<file path="src/rtl/issue_dispatch_pkg.sv">
// Shared types for the issue buffer: FU selector, FU ready vector, op bundle.
// Also sets the default issue-queue depth used by the instantiating parent.
package issue_dispatch_pkg;

    localparam int NUM_FU        = 4;
    localparam int ISSUE_Q_DEPTH = 4;

    typedef enum logic [1:0] {
        FU_ALU = 2'd0,
        FU_MUL = 2'd1,
        FU_LSU = 2'd2,
        FU_BR  = 2'd3
    } fu_t;

    typedef logic [NUM_FU-1:0] fu_bitvector_t;

    typedef struct packed {
        fu_t         fu;
        logic [5:0]  id;
        logic [31:0] imm;
    } fu_input_t;

endpackage

</file>
<file path="src/rtl/issue_dispatch_if.sv">
// Upstream op handshake plus FU-cluster head/ready bundle.
// master = upstream and FU cluster side, slave = issue_dispatch.
interface issue_dispatch_if;
    import issue_dispatch_pkg::*;

    fu_input_t     op_i;
    logic          op_i_valid;
    logic          op_i_ready;
    fu_input_t     fuinput_o;
    logic          fuinput_o_valid;
    fu_bitvector_t fuinput_o_ready;

    modport master (
        output op_i,
        output op_i_valid,
        input  op_i_ready,
        input  fuinput_o,
        input  fuinput_o_valid,
        output fuinput_o_ready
    );

    modport slave (
        input  op_i,
        input  op_i_valid,
        output op_i_ready,
        output fuinput_o,
        output fuinput_o_valid,
        input  fuinput_o_ready
    );

endinterface

</file>
<file path="src/rtl/issue_fifo.sv">
// Circular op buffer with push, pop and synchronous flush.
// Count is tracked separately so full/empty need no extra pointer bit.
module issue_fifo
    import issue_dispatch_pkg::*;
#(
    parameter int DEPTH = ISSUE_Q_DEPTH
) (
    input  logic                   clk,
    input  logic                   rstn,
    input  logic                   push_i,
    input  logic                   pop_i,
    input  logic                   flush_i,
    input  fu_input_t              wdata_i,
    output fu_input_t              rdata_o,
    output logic [$clog2(DEPTH):0] count_o,
    output logic                   full_o,
    output logic                   empty_o
);

    localparam int AW = $clog2(DEPTH);
    localparam int CW = AW + 1;

    fu_input_t         mem_q [DEPTH];
    logic [AW-1:0]     wr_q, wr_d;
    logic [AW-1:0]     rd_q, rd_d;
    logic [CW-1:0]     cnt_q, cnt_d;

    always_comb begin
        wr_d  = wr_q;
        rd_d  = rd_q;
        cnt_d = cnt_q;
        if (flush_i) begin
            wr_d  = '0;
            rd_d  = '0;
            cnt_d = '0;
        end else begin
            if (push_i) wr_d = wr_q + 1'b1;
            if (pop_i)  rd_d = rd_q + 1'b1;
            unique case ({push_i, pop_i})
                2'b10:   cnt_d = cnt_q + 1'b1;
                2'b01:   cnt_d = cnt_q - 1'b1;
                default: cnt_d = cnt_q;
            endcase
        end
    end

    always_ff @(posedge clk or negedge rstn) begin
        if (!rstn) begin
            wr_q  <= '0;
            rd_q  <= '0;
            cnt_q <= '0;
        end else begin
            wr_q  <= wr_d;
            rd_q  <= rd_d;
            cnt_q <= cnt_d;
        end
    end

    // Payload needs no reset: it is masked by empty on the read side.
    always_ff @(posedge clk) begin
        if (push_i && !flush_i) mem_q[wr_q] <= wdata_i;
    end

    assign full_o  = (cnt_q == CW'(DEPTH));
    assign empty_o = (cnt_q == '0);
    assign count_o = cnt_q;
    assign rdata_o = empty_o ? '0 : mem_q[rd_q];

endmodule

</file>
<file path="src/rtl/issue_dispatch.sv">
// In-order issue buffer between rename and the FU cluster.
// Optional perf counters: define ISSUE_DISPATCH_PERF_EN.
module issue_dispatch
    import issue_dispatch_pkg::*;
#(
    parameter int DEPTH = ISSUE_Q_DEPTH
`ifdef ISSUE_DISPATCH_PERF_EN
    ,
    parameter int CNT_W = 32
`endif
) (
    input  logic                   clk,
    input  logic                   rstn,
    issue_dispatch_if.slave        bus,
    input  logic                   squash_i,
    output logic [$clog2(DEPTH):0] occupancy_o
`ifdef ISSUE_DISPATCH_PERF_EN
    ,
    output logic [CNT_W-1:0]       perf_issued_o,
    output logic [CNT_W-1:0]       perf_stall_o,
    output logic [CNT_W-1:0]       perf_full_o
`endif
);

    logic      push, pop;
    logic      full, empty;
    fu_input_t head;

    // Ready ignores a same-cycle pop to keep ready->ready paths out.
    assign bus.op_i_ready      = !full && !squash_i;
    assign push                = bus.op_i_valid && bus.op_i_ready;
    assign bus.fuinput_o       = head;
    assign bus.fuinput_o_valid = !empty && !squash_i;
    assign pop = bus.fuinput_o_valid && bus.fuinput_o_ready[head.fu];

    issue_fifo #(
        .DEPTH (DEPTH)
    ) u_fifo (
        .clk     (clk),
        .rstn    (rstn),
        .push_i  (push),
        .pop_i   (pop),
        .flush_i (squash_i),
        .wdata_i (bus.op_i),
        .rdata_o (head),
        .count_o (occupancy_o),
        .full_o  (full),
        .empty_o (empty)
    );

`ifdef ISSUE_DISPATCH_PERF_EN
    logic [CNT_W-1:0] issued_q, issued_d;
    logic [CNT_W-1:0] stall_q, stall_d;
    logic [CNT_W-1:0] fullc_q, fullc_d;

    // Saturating counters; squash deliberately leaves them alone.
    always_comb begin
        issued_d = issued_q;
        stall_d  = stall_q;
        fullc_d  = fullc_q;
        if (pop && !(&issued_q))
            issued_d = issued_q + 1'b1;
        if (bus.fuinput_o_valid && !pop && !(&stall_q))
            stall_d = stall_q + 1'b1;
        if (full && !(&fullc_q))
            fullc_d = fullc_q + 1'b1;
    end

    always_ff @(posedge clk or negedge rstn) begin
        if (!rstn) begin
            issued_q <= '0;
            stall_q  <= '0;
            fullc_q  <= '0;
        end else begin
            issued_q <= issued_d;
            stall_q  <= stall_d;
            fullc_q  <= fullc_d;
        end
    end

    assign perf_issued_o = issued_q;
    assign perf_stall_o  = stall_q;
    assign perf_full_o   = fullc_q;
`endif

endmodule

</file>
<file path="src/flat_wrapper.sv">
// flat-port wrapper written by rule: the top's interface ports become plain ports
module issue_dispatch_flat import issue_dispatch_pkg::*;
#(
    parameter int DEPTH = ISSUE_Q_DEPTH

)
  (clk, rstn, squash_i, occupancy_o, bus_op_i, bus_op_i_valid, bus_op_i_ready, bus_fuinput_o, bus_fuinput_o_valid, bus_fuinput_o_ready);
  issue_dispatch_if bus_i ();
  input  logic clk;
  input  logic rstn;
  input  logic squash_i;
  output logic [$clog2(DEPTH):0] occupancy_o;
  input wire logic [$bits(bus_i.op_i)-1:0] bus_op_i;
  input wire logic [$bits(bus_i.op_i_valid)-1:0] bus_op_i_valid;
  output wire logic [$bits(bus_i.op_i_ready)-1:0] bus_op_i_ready;
  output wire logic [$bits(bus_i.fuinput_o)-1:0] bus_fuinput_o;
  output wire logic [$bits(bus_i.fuinput_o_valid)-1:0] bus_fuinput_o_valid;
  input wire logic [$bits(bus_i.fuinput_o_ready)-1:0] bus_fuinput_o_ready;
  assign bus_i.op_i = bus_op_i;
  assign bus_i.op_i_valid = bus_op_i_valid;
  assign bus_op_i_ready = bus_i.op_i_ready;
  assign bus_fuinput_o = bus_i.fuinput_o;
  assign bus_fuinput_o_valid = bus_i.fuinput_o_valid;
  assign bus_i.fuinput_o_ready = bus_fuinput_o_ready;
  issue_dispatch #(.DEPTH(DEPTH)) u_core (.clk(clk), .rstn(rstn), .bus(bus_i), .squash_i(squash_i), .occupancy_o(occupancy_o));
endmodule
</file>
<file path="config.mk">
export PLATFORM = sky130hd
export DESIGN_NAME = issue_dispatch_flat
export DESIGN_NICKNAME = d
export VERILOG_FILES = /design/src/rtl/issue_dispatch_pkg.sv /design/src/rtl/issue_dispatch_if.sv /design/src/rtl/issue_fifo.sv /design/src/rtl/issue_dispatch.sv /design/src/flat_wrapper.sv
export SDC_FILE = /design/constraint.sdc
export NUM_CORES = 1
export LEC_CHECK = 0
export ABC_CLOCK_PERIOD_IN_PS = 7250
export BUFFER_PORTS_ARGS = -buffer_cell sky130_fd_sc_hd__buf_2
export CAP_MARGIN = 20
export CORE_MARGIN = 2
export CORE_UTILIZATION = 40
export DETAILED_ROUTE_END_ITERATION = 12
export GPL_TIMING_DRIVEN = 0
export PLACE_DENSITY_LB_ADDON = 0.12
export SETUP_SLACK_MARGIN = 0.3
export SYNTH_ARGS = -nofsm -noshare
export SYNTH_HDL_FRONTEND = slang
export SYNTH_HIERARCHICAL = 1
export SYNTH_SLANG_ARGS = --single-unit
</file>
<file path="constraint.sdc">
create_clock -name clk -period 7.25 [get_ports clk]
set_input_delay 0.3625 -clock clk [delete_from_list [all_inputs] [get_ports clk]]
set_output_delay 0.3625 -clock clk [all_outputs]
set_load 0.05 [all_outputs]
</file>
# After elaboration in Yosys (flattened, before gate mapping)
# Memories as Yosys holds them, arrays and structs flattened.
# Index checks and enable logic that the tools add are counted.
[word_totals]
n_memories = 1
wordCells = 35
output_inout_bits = 45
reg_bits = 7
mem_bits_rw = 160
[classes]
add_sub_neg = 4
n_lt_le_gt_ge = 1
eq_ne = 3
n_mux = 11
reduce_logical = 12
[mem_list]
columns = ["name", "words", "word_bits", "read_ports", "rd_ports_with_merged_regs", "write_ports", "line_no", "rtl"]
rows = [
  ["u_core.u_fifo.mem_q", 4, 40, 1, 0, 1, "issue_fifo.sv:23", "fu_input_t mem_q [DEPTH];"],
]
[ops]
columns = ["operator", "count"]
rows = [
  ["40-bit two-way mux", 1],
  ["2-bit two-way mux", 4],
  ["3-bit one-hot mux with 2 select lines", 1],
  ["1-bit logical AND", 5],
  ["2-bit by 1-bit adder with 2-bit output, second input constant", 2],
  ["2-bit nonzero test", 2],
  ["3-bit by 1-bit adder with 3-bit output, second input constant", 1],
  ["3-bit equality test, second input constant", 1],
  ["1-bit zero test", 3],
  ["3-bit zero test", 1],
  ["2-bit by 3-bit < comparator with 1-bit output, second input constant", 1],
  ["1-bit two-way mux", 3],
  ["3-bit two-way mux", 1],
  ["3-bit nonzero test", 1],
  ["3-bit by 1-bit subtractor with 3-bit output, second input constant", 1],
  ["1-bit binary-select mux with 2-bit select", 1],
  ["2-bit by 1-bit equality test with 1-bit output, second input constant", 1],
  ["2-bit equality test, second input constant", 1],
]

# Depth between registers and ports, before layout
[logic_depth]
depth_word = 8
mapped_depth = 11

# Hierarchy
# The synthesis kept the hierarchy.
[modules_own_cells]
columns = ["module", "area_each_um2", "cells_each", "instances"]
rows = [
  ["issue_fifo", 6508.7, 297, 1],
  ["issue_dispatch", 42.5, 5, 1],
]

# Worst setup path after synthesis
# Ideal clock, no wire load.
[synth_path]
path_type = "flip-flop to flip-flop"
startpoint = "register u_core.u_fifo.cnt_q[0], in the netlist u_core/u_fifo/count_o[0]"
endpoint = "register u_core.u_fifo.cnt_q[2], in the netlist u_core/u_fifo/count_o[2]"
path_stages_with_launch = 11
synth_period_minus_slack_ns = 3.775
setup_slack_ns = 3.475
required_ns = 7.118
t_arrival_ns = 3.644
setup_time_ns = 0.132
cell_sequence = "dfrtp_1 nor3_1 buf_2 nor2b_1 mux4_2 and2_1 nor2b_1 fa_1 nor3b_1 o21ai_0 nor3b_1"
[synth_via]
elab_chain_cells = 8
elab_cells_between_ends = 18
cone_classes = "add/sub (2); eq/ne (3); mux (5); reduce/logical (8)"
[synth_rtl]
columns = ["item", "line_no", "rtl"]
rows = [
  ["from (decl)", "issue_fifo.sv:26", "logic [CW-1:0] cnt_q, cnt_d;"],
  ["from (signal assigned)", "issue_fifo.sv:55", "cnt_q <= cnt_d;"],
  ["3-bit zero test *", "issue_fifo.sv:65", "assign empty_o = (cnt_q == '0);"],
  ["via u_core.empty", "issue_dispatch.sv:26", "logic full, empty;"],
  ["40-bit two-way mux *", "issue_fifo.sv:67", "assign rdata_o = empty_o ? '0 : mem_q[rd_q];"],
  ["via bus_fuinput_o[38]", "flat_wrapper.sv:16", "output wire logic [$bits(bus_i.fuinput_o)-1:0] bus_fuinput_o;"],
  ["1-bit binary-select mux with 2-bit select *", "issue_dispatch.sv:34", "assign pop = bus.fuinput_o_valid && bus.fuinput_o_ready[head.fu];"],
  ["1-bit two-way mux (not written as such) *", "issue_dispatch.sv:34", ""],
  ["1-bit logical AND *", "issue_dispatch.sv:34", ""],
  ["via u_core.pop", "issue_dispatch.sv:25", "logic push, pop;"],
  ["2-bit by 1-bit equality test with 1-bit output / 2-bit equality test (equally long branches)", "issue_fifo.sv:39", "unique case ({push_i, pop_i})"],
  ["3-bit one-hot mux with 2 select lines", "issue_fifo.sv:39", ""],
  ["3-bit two-way mux", "issue_fifo.sv:32", "if (flush_i) begin"],
]
# Mark *: on every way through the listed nets, which the timed path passes. The rest lies on a longest branch. The select of a mux whose other input is x is not followed.
# A chain may end at the register's enable or synchronous reset.

# Worst setup path after layout
[layout_path]
startpoint = "register u_core.u_fifo.cnt_q[0], in the netlist u_core/u_fifo/count_o[0]"
endpoint = "register u_core.u_fifo.cnt_q[2], in the netlist u_core/u_fifo/count_o[2]"
[layout_via]
elab_chain_cells = 8
elab_cells_between_ends = 18
cone_classes = "add/sub (2); eq/ne (3); mux (5); reduce/logical (8)"
[layout_rtl]
columns = ["item", "line_no"]
rows = [
  ["3-bit zero test *", "issue_fifo.sv:65"],
  ["via u_core.empty", "issue_dispatch.sv:26"],
  ["40-bit two-way mux", "issue_fifo.sv:67"],
  ["1-bit binary-select mux with 2-bit select", "issue_dispatch.sv:34"],
  ["1-bit two-way mux (not written as such)", "issue_dispatch.sv:34"],
  ["1-bit logical AND *", "issue_dispatch.sv:34"],
  ["via u_core.pop", "issue_dispatch.sv:25"],
  ["2-bit by 1-bit equality test with 1-bit output / 2-bit equality test (equally long branches)", "issue_fifo.sv:39"],
  ["3-bit one-hot mux with 2 select lines", "issue_fifo.sv:39"],
  ["3-bit two-way mux", "issue_fifo.sv:32"],
]
# Marks and branches as above.

==> run_results.csv <==
group,metric,value,unit
power_and_ir_drop,sw_frac_of_total,31.5,%
logic_synthesis,avgSynthCellArea,21.7,sq um
logic_synthesis,yosys.area_share.simple,5.79,%
setup_path,crit_type,"reg2reg",
layout,layout.nets,471,
timing,fin_ws,3.72,ns
logic_synthesis,synth_compound_area_share,0.0764,%
power_and_ir_drop,p_sw,0.851,mW
setup_path,regToRegSetupSlack,3.72,ns
floorplan,die_y,132,um
placement,hpwl,7540,um
run_status,status,"finished clean",
global_route,track_usage,15.0,%
power_and_ir_drop,power_frac_comb,26.0,%
floorplan,io_pins,93,
power_and_ir_drop,p_per_area,339,nW/um^2
drt,avgRoutedWirePerCell,19.0,um
drt,finalWirelength,12300,um
drt,drtIter0Drc,139,
layout,synthToLayoutAreaGrowth,21.7,%
floorplan,die_area,17400,sq um
clocking,clock_path_buffers,2,
logic_synthesis,synthesis.area,6550,sq um
power_and_ir_drop,power.leakage,2.77,nW
logic_synthesis,synthCells,302,
drt,drc,0,
clocking,numCtsBuffers,17,
layout,fin_cells,648,
timing,hold_viol,0,
setup_path,cp-start-kind,"register",
timing,tightest_slew,0.791,ns
power_and_ir_drop,seq_power_share,40.4,%
power_and_ir_drop,internal_power,1.85,mW
logic_synthesis,synth_seq_cells,167,
power_and_ir_drop,power,2.70,mW
timing,rsz0062_at_grt,"no",
setup_path,cp-end-kind,"register",
floorplan,start_util,41.1,%
layout,fill_cells,1320,
logic_synthesis,netlist-cell-type-count,22,
hold_path,hold_class,"in2reg",
clocking,clkSinkCount,167,
clocking,post_cts_buffers,0,
power_and_ir_drop,p_clk_share,33.6,%
global_route,grt_pass1_wl,19100,um
global_route,antenna_found_initial,1,
drt,ant_nets,0,
timing,finalMaxSlewViolations,0,
placement,pre_cts_ws,3.62,ns
drt,via_per_inst,4.85,
logic_synthesis,synthXorXnorAreaFrac,0.668,%
logic_synthesis,synth_top_family_by_area,"multiplexers",
timing,relSlewSlack,46.9,%
clocking,cts_tree,"done",
global_route,grt_max_degree,31,
drt,vias,3146,
floorplan,fp.dieW,132,um
logic_synthesis,yosysSeqAreaShare,76.0,%
drt,firstDrtPassIters,4,
logic_synthesis,yosys_warnings,6,
timing,post-route-period-util,48.6,%
power_and_ir_drop,irDropWorstVdd,0.264,mV
logic_synthesis,synth.area.mux_share,14.4,%
floorplan,core-area,15900,sq um
clocking,insertion_delay,0.42,ns
clocking,htree_levels,4,
setup_path,crit_required,7.54,ns
setup_path,worstPathArrival,3.82,ns
logic_synthesis,synth_nets,355,
clocking,ctsResizeCount,0,
setup_path,worstPathCellList,"nor3_1 -> buf_2 -> nor2b_1 -> mux4_2 -> and2_1 -> nor2b_1 -> fa_1 -> nor3b_1 -> o21ai_0 -> nor3b_1",
global_route,grt_pass1_vias,3393,
placement,globalplace.congestion,0.657,
placement,numPortBuffers,92,
setup_path,crit_path_max_incr_delay,0.68,ns
timing,setup_viol,0,
global_route,overflow,0,
run,max_cap_viol_count,0,
timing,fin_hold_ws,0.156,ns
layout,final_layout_size_suffix_gt1_share,41.1,%
setup_path,crit_fanout,10,
timing,fmax,284,MHz
floorplan,num_rows,46,
timing,period_minus_slack,3.53,ns
clocking,clkTransAtPathRegs,0.06,ns
placement,dp.cells,614,
setup_path,crit_slowest_cell,"nor3_1",
timing,finClkSkew,0.00514,ns
clocking,cts_root_buffer,"clkbuf_16",
timing,fin_tns_setup,0,ns
logic_synthesis,synthAdderAreaFrac,1.07,%
[final cells by class]
| class | instances | area, sq um | share of cell area (%) |
|---|---|---|---|
| Antenna cell | 1 | 2.50 | 0.0314 |
| Buffer | 16 | 123 | 1.54 |
| Clock buffer | 20 | 437 | 5.48 |
| Clock inverter | 12 | 158 | 1.98 |
| Inverter | 2 | 7.51 | 0.0941 |
| Multi-Input combinational cell | 117 | 1450 | 18.1 |
| Sequential cell | 167 | 4980 | 62.5 |
| Tap cell | 216 | 270 | 3.39 |
| Timing Repair Buffer | 97 | 551 | 6.90 |
[sequential cells by signal (all words and copies together) (netlist names)]
| signal | cells |
|---|---|
| u_core/u_fifo/mem_q | 160 |
| u_core/u_fifo/count_o | 3 |
| u_core/u_fifo/rd_q | 2 |
| u_core/u_fifo/wr_q | 2 |
[routing by layer]
layer	wire length [um]	GRT usage (%)	up-vias
met5	0	0	-
met2	6210	25.2	70
met4	193	5.98	0
met1	5370	18.4	1617
met3	538	4.50	17
li1	-	-	1442
[worst paths after layout]
check	startpoint	to	cells after the start
min in group asynchronous	rstn	u_core/u_fifo/count_o[1]$_DFFE_PN0P_	2
setup / recovery	u_core/u_fifo/count_o[0]$_DFFE_PN0P_	u_core/u_fifo/count_o[2]$_DFFE_PN0P_	10
max in group asynchronous	rstn	u_core/u_fifo/rd_q[0]$_DFFE_PN0P_	2
setup reg to reg	u_core/u_fifo/count_o[0]$_DFFE_PN0P_	u_core/u_fifo/count_o[2]$_DFFE_PN0P_	10
hold reg to reg	u_core/u_fifo/wr_q[1]$_DFFE_PN0P_	u_core/u_fifo/wr_q[1]$_DFFE_PN0P_	2
hold / removal	bus_op_i[36]	u_core/u_fifo/mem_q[3][36]$_DFFE_PP_	1
[what timing repair did]
action / CTS / global route
endpoints found under the setup margin: 0 / 0
hold buffers: 1 / 0
endpoints found under the hold margin: 7 / 0
[cell families after synthesis]
kind of cell,Yosys count
muxes,43
buffers and inverters,18
DFF,167
and+or+nand+nor,63
AOI/OAI and AO/OA,1
xor gates and xnor gates,5
adders and majority gates,5
[worst max-delay path: cells and delay by family, from the launching register on]
kind | cells | cell delay, ns
mux | 1 | 0.47
compound gates | 1 | 0.10
simple gates | 6 | 1.63
buf+inv | 1 | 0.39
flops | 1 | 0.45
fa+ha+maj | 1 | 0.37
[Yosys cell counts]
cell / instances / area (sq um)
mux4_2: 41 / 923
and2b_1: 3 / 22.5
edfxtp_1: 160 / 4800
fa_1: 1 / 20.0
ha_1: 4 / 50.1
clkbuf_1: 5 / 18.8
nor2b_1: 39 / 244
nor3b_1: 3 / 22.5
xnor2_1: 3 / 26.3
and3b_1: 1 / 8.76
inv_1: 2 / 7.51
dfrtp_1: 7 / 175
nand2_1: 1 / 3.75
mux2i_1: 2 / 20.0
nor3_1: 2 / 10.0
buf_2: 6 / 30.0
buf_12: 2 / 40.0
buf_6: 3 / 33.8
o21ai_0: 1 / 5.00
nor2_1: 8 / 30.0
and2_1: 6 / 37.5
xor2_1: 2 / 17.5
[through the flow]
stage / util (%) / cell area [sq um]
after floorplan: - / 6550
after global placement: 45.7 / 7280
after detailed placement: 46.2 / 7370
after CTS: 50.0 / 7970
after global routing: 50.0 / 7970
final: 50.0 / 7970
[power groups by stage]
stage               logic (mW)  registers (mW)  clock network (mW)
detailed placement       0.717            1.11                   0
floorplan                0.522            1.12                   0
finish                   0.704            1.09               0.908
global placement         0.713            1.11                   0
global route             0.749            1.09               0.974
CTS                      0.719            1.09               0.933
[placed cells by master (no fill, tap or decap)]
cell type and n:
buf_2 98, nand2_1 1, nor3b_1 3, clkinv_2 3, ha_1 4, buf_6 3, nor2b_1 39, dfrtp_1 7
inv_1 2, xor2_1 2, o21ai_0 1, mux2i_1 2, clkbuf_1 8, and2_2 4, dlygate4sd3_1 1, nor2_1 8
and2b_1 3, nor3_1 2, mux4_2 41, clkinvlp_4 1, xnor2_1 3, clkinv_1 4, bufinv_16 4, diode_2 1
and2_1 2, fa_1 1, edfxtp_1 160, and3b_1 1, buf_12 6, clkbuf_16 17
Note: power is estimated with default switching activity, not from simulation.
